**src/rtl/apb_requester_pkg.sv**
```systemverilog
`default_nettype none
// ============================================================================
// Module      : apb_requester_pkg
// Description : Shared types for the APB3 command requester.
// Revision    : 1.0 - initial release
// ============================================================================
package apb_requester_pkg;

    typedef enum logic [1:0] {
        APB_RSP_OK      = 2'd0,
        APB_RSP_SLVERR  = 2'd1,
        APB_RSP_TIMEOUT = 2'd2
    } apb_rsp_status_t;

    typedef enum logic [1:0] {
        REQ_IDLE   = 2'd0,
        REQ_SETUP  = 2'd1,
        REQ_ACCESS = 2'd2,
        REQ_RESP   = 2'd3
    } apb_req_state_t;

    // Watchdog counter width; a disabled watchdog still needs a legal width.
    function automatic int unsigned wd_width(input int unsigned timeout_cycles);
        return (timeout_cycles == 0) ? 1 : $clog2(timeout_cycles + 1);
    endfunction

endpackage
`default_nettype wire

```
**src/rtl/apb_if.sv**
```systemverilog
`default_nettype none
// ============================================================================
// Module      : APB
// Description : APB3 signal bundle with requester and completer views.
// Revision    : 1.0 - initial release
// ============================================================================
interface APB #(
    parameter int ADDR_WIDTH = 16,
    parameter int DATA_WIDTH = 32
);
    logic                  psel;
    logic                  penable;
    logic                  pwrite;
    logic [ADDR_WIDTH-1:0] paddr;
    logic [DATA_WIDTH-1:0] pwdata;
    logic [DATA_WIDTH-1:0] prdata;
    logic                  pready;
    logic                  pslverr;

    modport requester (
        output psel, penable, pwrite, paddr, pwdata,
        input  prdata, pready, pslverr
    );

    modport completer (
        input  psel, penable, pwrite, paddr, pwdata,
        output prdata, pready, pslverr
    );
endinterface
`default_nettype wire

```
**src/rtl/apb_cmd_requester.sv**
```systemverilog
`default_nettype none
// ============================================================================
// Module      : apb_cmd_requester
// Description : Valid/ready command stream to single APB3 transfers, with a
//               response stream and a PREADY watchdog.
// Revision    : 1.0 - initial release
// ============================================================================
module apb_cmd_requester
    import apb_requester_pkg::*;
#(
    parameter int ADDR_WIDTH     = 16,
    parameter int DATA_WIDTH     = 32,
    parameter int TIMEOUT_CYCLES = 256
) (
    input  logic                  pclk,
    input  logic                  preset_n,
    input  logic                  cmd_valid,
    output logic                  cmd_ready,
    input  logic                  cmd_write,
    input  logic [ADDR_WIDTH-1:0] cmd_addr,
    input  logic [DATA_WIDTH-1:0] cmd_wdata,
    output logic                  rsp_valid,
    input  logic                  rsp_ready,
    output logic [DATA_WIDTH-1:0] rsp_rdata,
    output logic [1:0]            rsp_status,
    output logic                  psel,
    output logic                  penable,
    output logic                  pwrite,
    output logic [ADDR_WIDTH-1:0] paddr,
    output logic [DATA_WIDTH-1:0] pwdata,
    input  logic                  pready,
    input  logic [DATA_WIDTH-1:0] prdata,
    input  logic                  pslverr
);

    APB #(.ADDR_WIDTH(ADDR_WIDTH), .DATA_WIDTH(DATA_WIDTH)) u_apb ();

    apb_req_state_t        r_state;
    apb_req_state_t        w_state_nxt;
    logic                  w_cmd_fire;
    logic                  w_done;
    logic                  w_timeout;
    logic                  w_wd_expired;

    logic                  r_psel;
    logic                  r_penable;
    logic                  r_pwrite;
    logic [ADDR_WIDTH-1:0] r_paddr;
    logic [DATA_WIDTH-1:0] r_pwdata;
    logic                  r_cmd_ready;
    logic                  r_rsp_valid;
    logic [DATA_WIDTH-1:0] r_rsp_rdata;
    apb_rsp_status_t       r_rsp_status;

    assign u_apb.psel    = r_psel;
    assign u_apb.penable = r_penable;
    assign u_apb.pwrite  = r_pwrite;
    assign u_apb.paddr   = r_paddr;
    assign u_apb.pwdata  = r_pwdata;
    assign u_apb.prdata  = prdata;
    assign u_apb.pready  = pready;
    assign u_apb.pslverr = pslverr;

    assign psel       = u_apb.psel;
    assign penable    = u_apb.penable;
    assign pwrite     = u_apb.pwrite;
    assign paddr      = u_apb.paddr;
    assign pwdata     = u_apb.pwdata;
    assign cmd_ready  = r_cmd_ready;
    assign rsp_valid  = r_rsp_valid;
    assign rsp_rdata  = r_rsp_rdata;
    assign rsp_status = r_rsp_status;

    always_comb begin
        w_state_nxt = r_state;
        w_cmd_fire  = 1'b0;
        w_done      = 1'b0;
        w_timeout   = 1'b0;
        case (r_state)
            REQ_IDLE: begin
                if (cmd_valid) begin
                    w_cmd_fire  = 1'b1;
                    w_state_nxt = REQ_SETUP;
                end
            end
            REQ_SETUP: begin
                w_state_nxt = REQ_ACCESS;
            end
            REQ_ACCESS: begin
                // A completion in the expiry cycle takes priority over the abort.
                if (u_apb.pready) begin
                    w_done      = 1'b1;
                    w_state_nxt = REQ_RESP;
                end else if (w_wd_expired) begin
                    w_timeout   = 1'b1;
                    w_state_nxt = REQ_RESP;
                end
            end
            REQ_RESP: begin
                if (rsp_ready) begin
                    w_state_nxt = REQ_IDLE;
                end
            end
            default: begin
                w_state_nxt = REQ_IDLE;
            end
        endcase
    end

    always_ff @(posedge pclk or negedge preset_n) begin
        if (!preset_n) begin
            r_state     <= REQ_IDLE;
            r_psel      <= 1'b0;
            r_penable   <= 1'b0;
            r_cmd_ready <= 1'b1;
            r_rsp_valid <= 1'b0;
        end else begin
            r_state     <= w_state_nxt;
            r_psel      <= (w_state_nxt == REQ_SETUP) || (w_state_nxt == REQ_ACCESS);
            r_penable   <= (w_state_nxt == REQ_ACCESS);
            r_cmd_ready <= (w_state_nxt == REQ_IDLE);
            r_rsp_valid <= (w_state_nxt == REQ_RESP);
        end
    end

    // Transfer attributes only change on command acceptance, so they hold across the transfer.
    always_ff @(posedge pclk or negedge preset_n) begin
        if (!preset_n) begin
            r_pwrite <= 1'b0;
            r_paddr  <= '0;
            r_pwdata <= '0;
        end else if (w_cmd_fire) begin
            r_pwrite <= cmd_write;
            r_paddr  <= cmd_addr;
            r_pwdata <= cmd_wdata;
        end
    end

    always_ff @(posedge pclk or negedge preset_n) begin
        if (!preset_n) begin
            r_rsp_rdata  <= '0;
            r_rsp_status <= APB_RSP_OK;
        end else if (w_done) begin
            r_rsp_rdata  <= r_pwrite ? '0 : u_apb.prdata;
            r_rsp_status <= u_apb.pslverr ? APB_RSP_SLVERR : APB_RSP_OK;
        end else if (w_timeout) begin
            r_rsp_rdata  <= '0;
            r_rsp_status <= APB_RSP_TIMEOUT;
        end
    end

    generate
        if (TIMEOUT_CYCLES > 0) begin : g_watchdog
            localparam int unsigned c_WD_W = wd_width(TIMEOUT_CYCLES);
            localparam logic [c_WD_W-1:0] c_WD_LIMIT = c_WD_W'(TIMEOUT_CYCLES - 1);

            logic [c_WD_W-1:0] r_wd_cnt;

            // Held at zero outside ACCESS, so every transfer starts counting from zero.
            always_ff @(posedge pclk or negedge preset_n) begin
                if (!preset_n) begin
                    r_wd_cnt <= '0;
                end else if (r_state != REQ_ACCESS) begin
                    r_wd_cnt <= '0;
                end else if (!u_apb.pready && (r_wd_cnt != c_WD_LIMIT)) begin
                    r_wd_cnt <= r_wd_cnt + c_WD_W'(1);
                end
            end

            assign w_wd_expired = (r_wd_cnt == c_WD_LIMIT);
        end else begin : g_no_watchdog
            assign w_wd_expired = 1'b0;
        end
    endgenerate

endmodule
`default_nettype wire

```
**config.mk**
```make
export PLATFORM = sky130hd
export DESIGN_NAME = apb_cmd_requester
export DESIGN_NICKNAME = d
export VERILOG_FILES = /design/src/rtl/apb_requester_pkg.sv /design/src/rtl/apb_if.sv /design/src/rtl/apb_cmd_requester.sv
export SDC_FILE = /design/constraint.sdc
export NUM_CORES = 1
export LEC_CHECK = 0
export ABC_CLOCK_PERIOD_IN_PS = 5520
export CORE_MARGIN = 3
export CORE_UTILIZATION = 45
export CTS_BUF_LIST = sky130_fd_sc_hd__clkbuf_2 sky130_fd_sc_hd__clkbuf_4 sky130_fd_sc_hd__clkbuf_8
export DETAILED_ROUTE_END_ITERATION = 10
export HOLD_SLACK_MARGIN = 0.06
export PLACE_DENSITY = 0.87
export SLEW_MARGIN = 40
export SYNTH_ARGS = -nofsm -noshare
export SYNTH_HDL_FRONTEND = slang
export SYNTH_SLANG_ARGS = --single-unit
```
**constraint.sdc**
```tcl
create_clock -name pclk -period 5.52 [get_ports pclk]
set_clock_uncertainty 0.1 [all_clocks]
set_input_delay 0.828 -clock pclk [delete_from_list [all_inputs] [get_ports pclk]]
set_output_delay 0.828 -clock pclk [all_outputs]
set_load 0.1 [all_outputs]
```
==> results of run 1 <==
[cell usage after synthesis]
library cell	n	area, um^2
buf_2	12	60.06
o41ai_1	1	8.760
nand2b_1	2	12.51
dfstp_2	1	26.28
dfrtp_1	97	2427
and2_1	1	6.260
a21oi_1	5	25.02
xnor2_1	2	17.52
a22o_1	32	280.3
ha_1	5	62.56
o21ai_0	2	10.01
nand2_1	5	18.77
nor3b_1	1	7.510
nor3_1	2	10.01
or3_1	1	6.260
nand4_1	2	12.51
nand3_1	5	25.02
o31ai_1	2	15.01
o311ai_0	1	8.760
mux2_2	50	563.0
or4_1	2	15.01
inv_1	3	11.26
nor2_1	8	30.03
a2bb2oi_1	1	8.760
a32o_1	1	10.01
or2_1	1	6.260
and2b_1	1	7.510
nor3b_2	2	25.02
and3_1	1	6.260
buf_6	1	11.26
[metrics by stage]
stage                     cells  setup slack (ns)  hold WS [ns]  utilization  instance area [um^2]
after detailed placement    518             2.695        0.3759       0.6528                  5149
after global routing        534             2.913        0.2792       0.6789                  5355
after CTS                   534             3.060        0.2695       0.6785                  5351
after global placement      514             2.146        0.3753       0.7034                  5548
final                       534             3.052        0.2739       0.6789                  5355
after floorplan             250             3.454        0.3821            -                  3735
[kinds of logic after synthesis]
| kind of cell | synth area share |
|---|---|
| AOI/OAI and AO/OA | 0.09816 |
| xor gates and xnor gates | 0.004691 |
| adders and majority gates | 0.01675 |
| buffers and inverters | 0.02211 |
| DFF | 0.6570 |
| muxes | 0.1508 |
| and+or+nand+nor | 0.05059 |
[area by class of cell]
| class | instances | share of cell area |
|---|---|---|
| Sequential cell | 98 | 0.4582 |
| Timing Repair Buffer | 179 | 0.2514 |
| Multi-Input combinational cell | 136 | 0.2266 |
| Clock buffer | 10 | 0.02570 |
| Tap cell | 102 | 0.02383 |
| Clock inverter | 6 | 0.01215 |
| Inverter | 3 | 0.002103 |
[worst register-to-register path: cells and delay by family, from the launching register on]
kind | cells | cell delay (ns)
adders and majority gates | 2 | 0.44
and+or+nand+nor | 4 | 0.93
AOI/OAI and AO/OA | 1 | 0.39
DFF | 1 | 0.40
[sequential cells by signal (all words and copies together), names as in the netlist]
name                 cells
psel                     1
pwrite                   1
r_state                  2
cmd_ready                1
rsp_rdata               32
g_watchdog.r_wd_cnt      9
penable                  1
pwdata                  32
rsp_valid                1
rsp_status               2
paddr                   16
[per-layer routing]
metal / track usage / vias to the layer above / part of all wire
li1: - / 1271 / -
met1: 0.2378 / 1369 / 0.39
met2: 0.3599 / 90 / 0.54
met3: 0.03159 / 24 / 0.038
met4: 0.08963 / 0 / 0.027
met5: 0 / - / 0
[final timing paths]
check,start,end,slack (ns),cells after the start
worst max register to register,g_watchdog.r_wd_cnt[0]$_DFFE_PN0P_,rsp_rdata[28]$_DFFE_PN0P_,3.15,7
worst max-delay path,pready,rsp_rdata[28]$_DFFE_PN0P_,3.05,4
max in group asynchronous,preset_n,paddr[6]$_DFFE_PN0P_,4.12,2
worst min register to register,rsp_status[0]$_DFFE_PN0P_,rsp_status[0]$_DFFE_PN0P_,0.39,1
worst min-delay path,preset_n,rsp_rdata[18]$_DFFE_PN0P_,0.27,1
min in group pclk,rsp_status[0]$_DFFE_PN0P_,rsp_status[0]$_DFFE_PN0P_,0.39,1
==> results_dict.tcl, run 1 <==
set metrics [dict create \
    worstSetupPathType "in -> reg" \
    arrival_ns 2.60 \
    avgRoutedWirePerCell_um 17.12 \
    outcome "complete, no violations" \
    tns_ns 0 \
    fin_crit_sh 0.4471 \
    viasPerCell 5.157 \
    synth.cell_area_um2 3735 \
    cp-end-kind "flop" \
    cts_buffers 9 \
    cts-resized-gates 0 \
    firstDrtPassIters 4 \
    synth_fp_nets 342 \
    n_antenna_cell 0 \
    nNetsFinal 519 \
    yosysWarnings 0 \
    grt_max_degree 70 \
    hold_path_class "in -> async" \
    finalWirelength_um 9141 \
    drt-initial-drc-count 99 \
    maxSlewHeadroom 0.5825 \
    critPathMaxFanout 33 \
    grt_pass1_wl_um 15250 \
    vias 2754 \
    clkSinkCount 98 \
    clockBufferDepth 2 \
    worst_pin_slew_ns 0.6241 \
    fp.dieW_um 97.10 \
    synthToLayoutAreaGrowth_pct 43.38 \
    yosys_register_bits 98 \
    cp-start-kind "input port" \
    grt_overflow 0 \
    layout_common_cells "dfrtp_1 (97), buf_2 (87), clkdlybuf4s50_1 (85), mux2_2 (50), a22o_1 (32)" \
    clk_pin_slew_ns 0.10 \
    rsz0062_at_grt "no" \
    setup_viol 0 \
    coreArea_um2 7888 \
    critPathSlowestCell "clkdlybuf4s50_1" \
    drcViolationCount 0 \
    worst-path-buf-inv 1 \
    fill_cells 582 \
    cts_root_buffer "clkbuf_8" \
    maxSlewViolCount 0 \
    final_hold_viol_count 0 \
    avgSynthCellArea_um2 14.94 \
    max_freq_mhz 405.2 \
    io_buffers 173 \
    gp_congestion 0.8276 \
    final_common_cell "dfrtp_1" \
    period_needed_ns 2.468 \
    gr-usage-all-layers 0.2010 \
    dp_hpwl_um 6866 \
    h-tree-depth 3 \
    multi_input_area_um2 1214 \
    grt_pass1_vias 2946 \
    drive_above_1_share 0.3796 \
    clock_latency_ns 0.34 \
    synth_cell_types 30 \
    die-area_um2 9428 \
    crit_required_ns 5.65 \
    cap_violations 0 \
    initial_core_util 0.4735 \
    crit_chain "clkdlybuf4s50_1 -> or2_1 -> nand2_2 -> a22o_1" \
    rows 32 \
    die_h_um 97.10 \
    crit_family "simple AND/OR/NAND/NOR gates" \
    io_pins 174 \
    postCtsSetupRepairBufs 0 \
    max_stage_delay_ns 0.62 \
    seq_area_um2 2454 \
    antenna_found_initial 0 \
    ant_nets 0 \
    ctsHoldBuffers 0 \
    synthCells 250 \
    cts_tree "built" \
    seq_area_frac_synth 0.6570 \
]
Power of run 1 is not shown: default switching activity piles up to over one toggle a cycle in this logic, so the estimate is an artifact.
==> inputs of run 2 (changes only) <==
- ABC_CLOCK_PERIOD_IN_PS: 5520 -> 2000
- CORE_UTILIZATION: 45 -> 38
- PLACE_DENSITY: 0.87 -> 0.78
- clock period: 5.52 -> 2 ns (I/O delays scaled with it)
==> run 2 against run 1 <==
Net effect: wire length down 0.58%; first-iteration DRC count up 23%; die area up 17%; flip-flop and latch count did not move; final cell count increased by 6.7%; utilization down 6.6 points; worst hold slack gained 0.00095 ns; cell area increased by 7.8%; non-clock buffer count is 9 higher; global-route usage is 3.4 points lower.
==> results_dict.tcl, run 2 (synthesis gave the netlist of run 1 again) <==
set metrics [dict create \
    cp-end-kind "flop" \
    viasPerCell 4.837 \
    setup_viol 0 \
    drt-initial-drc-count 122 \
    cts_root_buffer "clkbuf_8" \
    max_freq_mhz 505.5 \
    io_pins 174 \
    tns_ns 0 \
    drcViolationCount 0 \
    fill_cells 742 \
    period_needed_ns 1.978 \
    crit_family "simple AND/OR/NAND/NOR gates" \
    hold_path_class "in -> async" \
    setup_slack_ns 0.02156 \
    avgRoutedWirePerCell_um 15.94 \
    final_hold_viol_count 0 \
    maxSlewHeadroom 0.7943 \
    coreArea_um2 9415 \
    clockBufferDepth 2 \
    worstSetupPathType "reg -> reg" \
    cts_buffers 9 \
    worst-path-buf-inv 0 \
    gr-usage-all-layers 0.1668 \
    grt_pass1_vias 2898 \
    fin_crit_sh 0.9892 \
    grt_max_degree 42 \
    drive_above_1_share 0.4014 \
    die-area_um2 11050 \
    clk_pin_slew_ns 0.09 \
    initial_core_util 0.3967 \
    outcome "complete, no violations" \
    cts_tree "built" \
    finalWirelength_um 9088 \
    grt_pass1_wl_um 14630 \
    ant_nets 0 \
    crit_top_cell "ha_2" \
    critPathMaxFanout 8 \
    dp_hpwl_um 6883 \
    arrival_ns 2.16 \
    clkSinkCount 98 \
    maxSlewViolCount 0 \
    cp-start-kind "flop" \
    vias 2757 \
    dp_slack_ns -0.02902 \
    max_stage_delay_ns 0.52 \
    crit_chain "ha_2 -> nand3_1 -> nor2_1 -> ha_2 -> or2_4 -> or4_4 -> a21oi_2" \
    firstDrtPassIters 4 \
    nNetsFinal 528 \
    utilization 0.6133 \
    antenna_found_initial 0 \
    crit_required_ns 2.18 \
    rows 35 \
    io_buffers 173 \
    rsz0062_at_grt "yes" \
    n_antenna_cell 0 \
    layout_common_cells "dfrtp_1 (97), buf_4 (95), clkdlybuf4s50_1 (85), mux2_2 (50), a22o_1 (32)" \
    grt_overflow 0 \
    critPathSlowestCell "or4_4" \
    die_h_um 105.1 \
    fp.dieW_um 105.1 \
    cap_violations 0 \
    h-tree-depth 3 \
    synthToLayoutAreaGrowth_pct 54.61 \
    final_common_cell "dfrtp_1" \
    worst_pin_slew_ns 0.3047 \
    clock_latency_ns 0.35 \
    gp_congestion 0.7820 \
]
==> run 2: path summary, 6_finish.rpt <==
path	cells after the start	start	end	slack, ns
setup / recovery	7	g_watchdog.r_wd_cnt[1]$_DFFE_PN0P_	g_watchdog.r_wd_cnt[6]$_DFFE_PN0P_	0.02
hold / removal	2	preset_n	rsp_rdata[12]$_DFFE_PN0P_	0.27
hold reg to reg	1	rsp_status[0]$_DFFE_PN0P_	rsp_status[0]$_DFFE_PN0P_	0.40
min in group pclk	1	rsp_status[0]$_DFFE_PN0P_	rsp_status[0]$_DFFE_PN0P_	0.40
setup reg to reg	7	g_watchdog.r_wd_cnt[1]$_DFFE_PN0P_	g_watchdog.r_wd_cnt[6]$_DFFE_PN0P_	0.02
max in group asynchronous	3	preset_n	cmd_ready$_DFF_PN1_	0.96
==> run 2: cell type report <==
class / instances / area (um^2) / share of cell area
Tap cell: 129 / 161.4 / 0.02795
Multi-Input combinational cell: 136 / 1231 / 0.2132
Sequential cell: 98 / 2454 / 0.4249
Inverter: 3 / 11.26 / 0.001950
Clock inverter: 6 / 65.06 / 0.01127
Clock buffer: 10 / 137.6 / 0.02384
Timing Repair Buffer: 188 / 1714 / 0.2969
==> run 2: per-layer routing <==
layer / GRT usage / wire length [um]
met1: 0.1903 / 3589
met2: 0.2933 / 4625
met3: 0.05003 / 721
met4: 0.06373 / 151
met5: 0 / 0
==> run 2: repair_timing <==
action	CTS	global route
hold buffers	1	0
setup endpoints to repair	1	3
pin swaps	1	0
hold endpoints to repair	97	0
setup buffers	0	0
gates resized for setup	1	3
==> run 2: through the flow <==
stage / cell area [um^2] / cells / hold slack (ns)
6_report: 5774 / 570 / 0.2748
5_1_grt: 5774 / 570 / 0.2795
4_1_cts: 5762 / 570 / 0.2558
3_5_place_dp: 5547 / 553 / 0.1008
3_3_place_gp: 5547 / 553 / 0.1021
2_1_floorplan: 3740 / 250 / -0.09559
Power of run 2 is left out for the same reason.
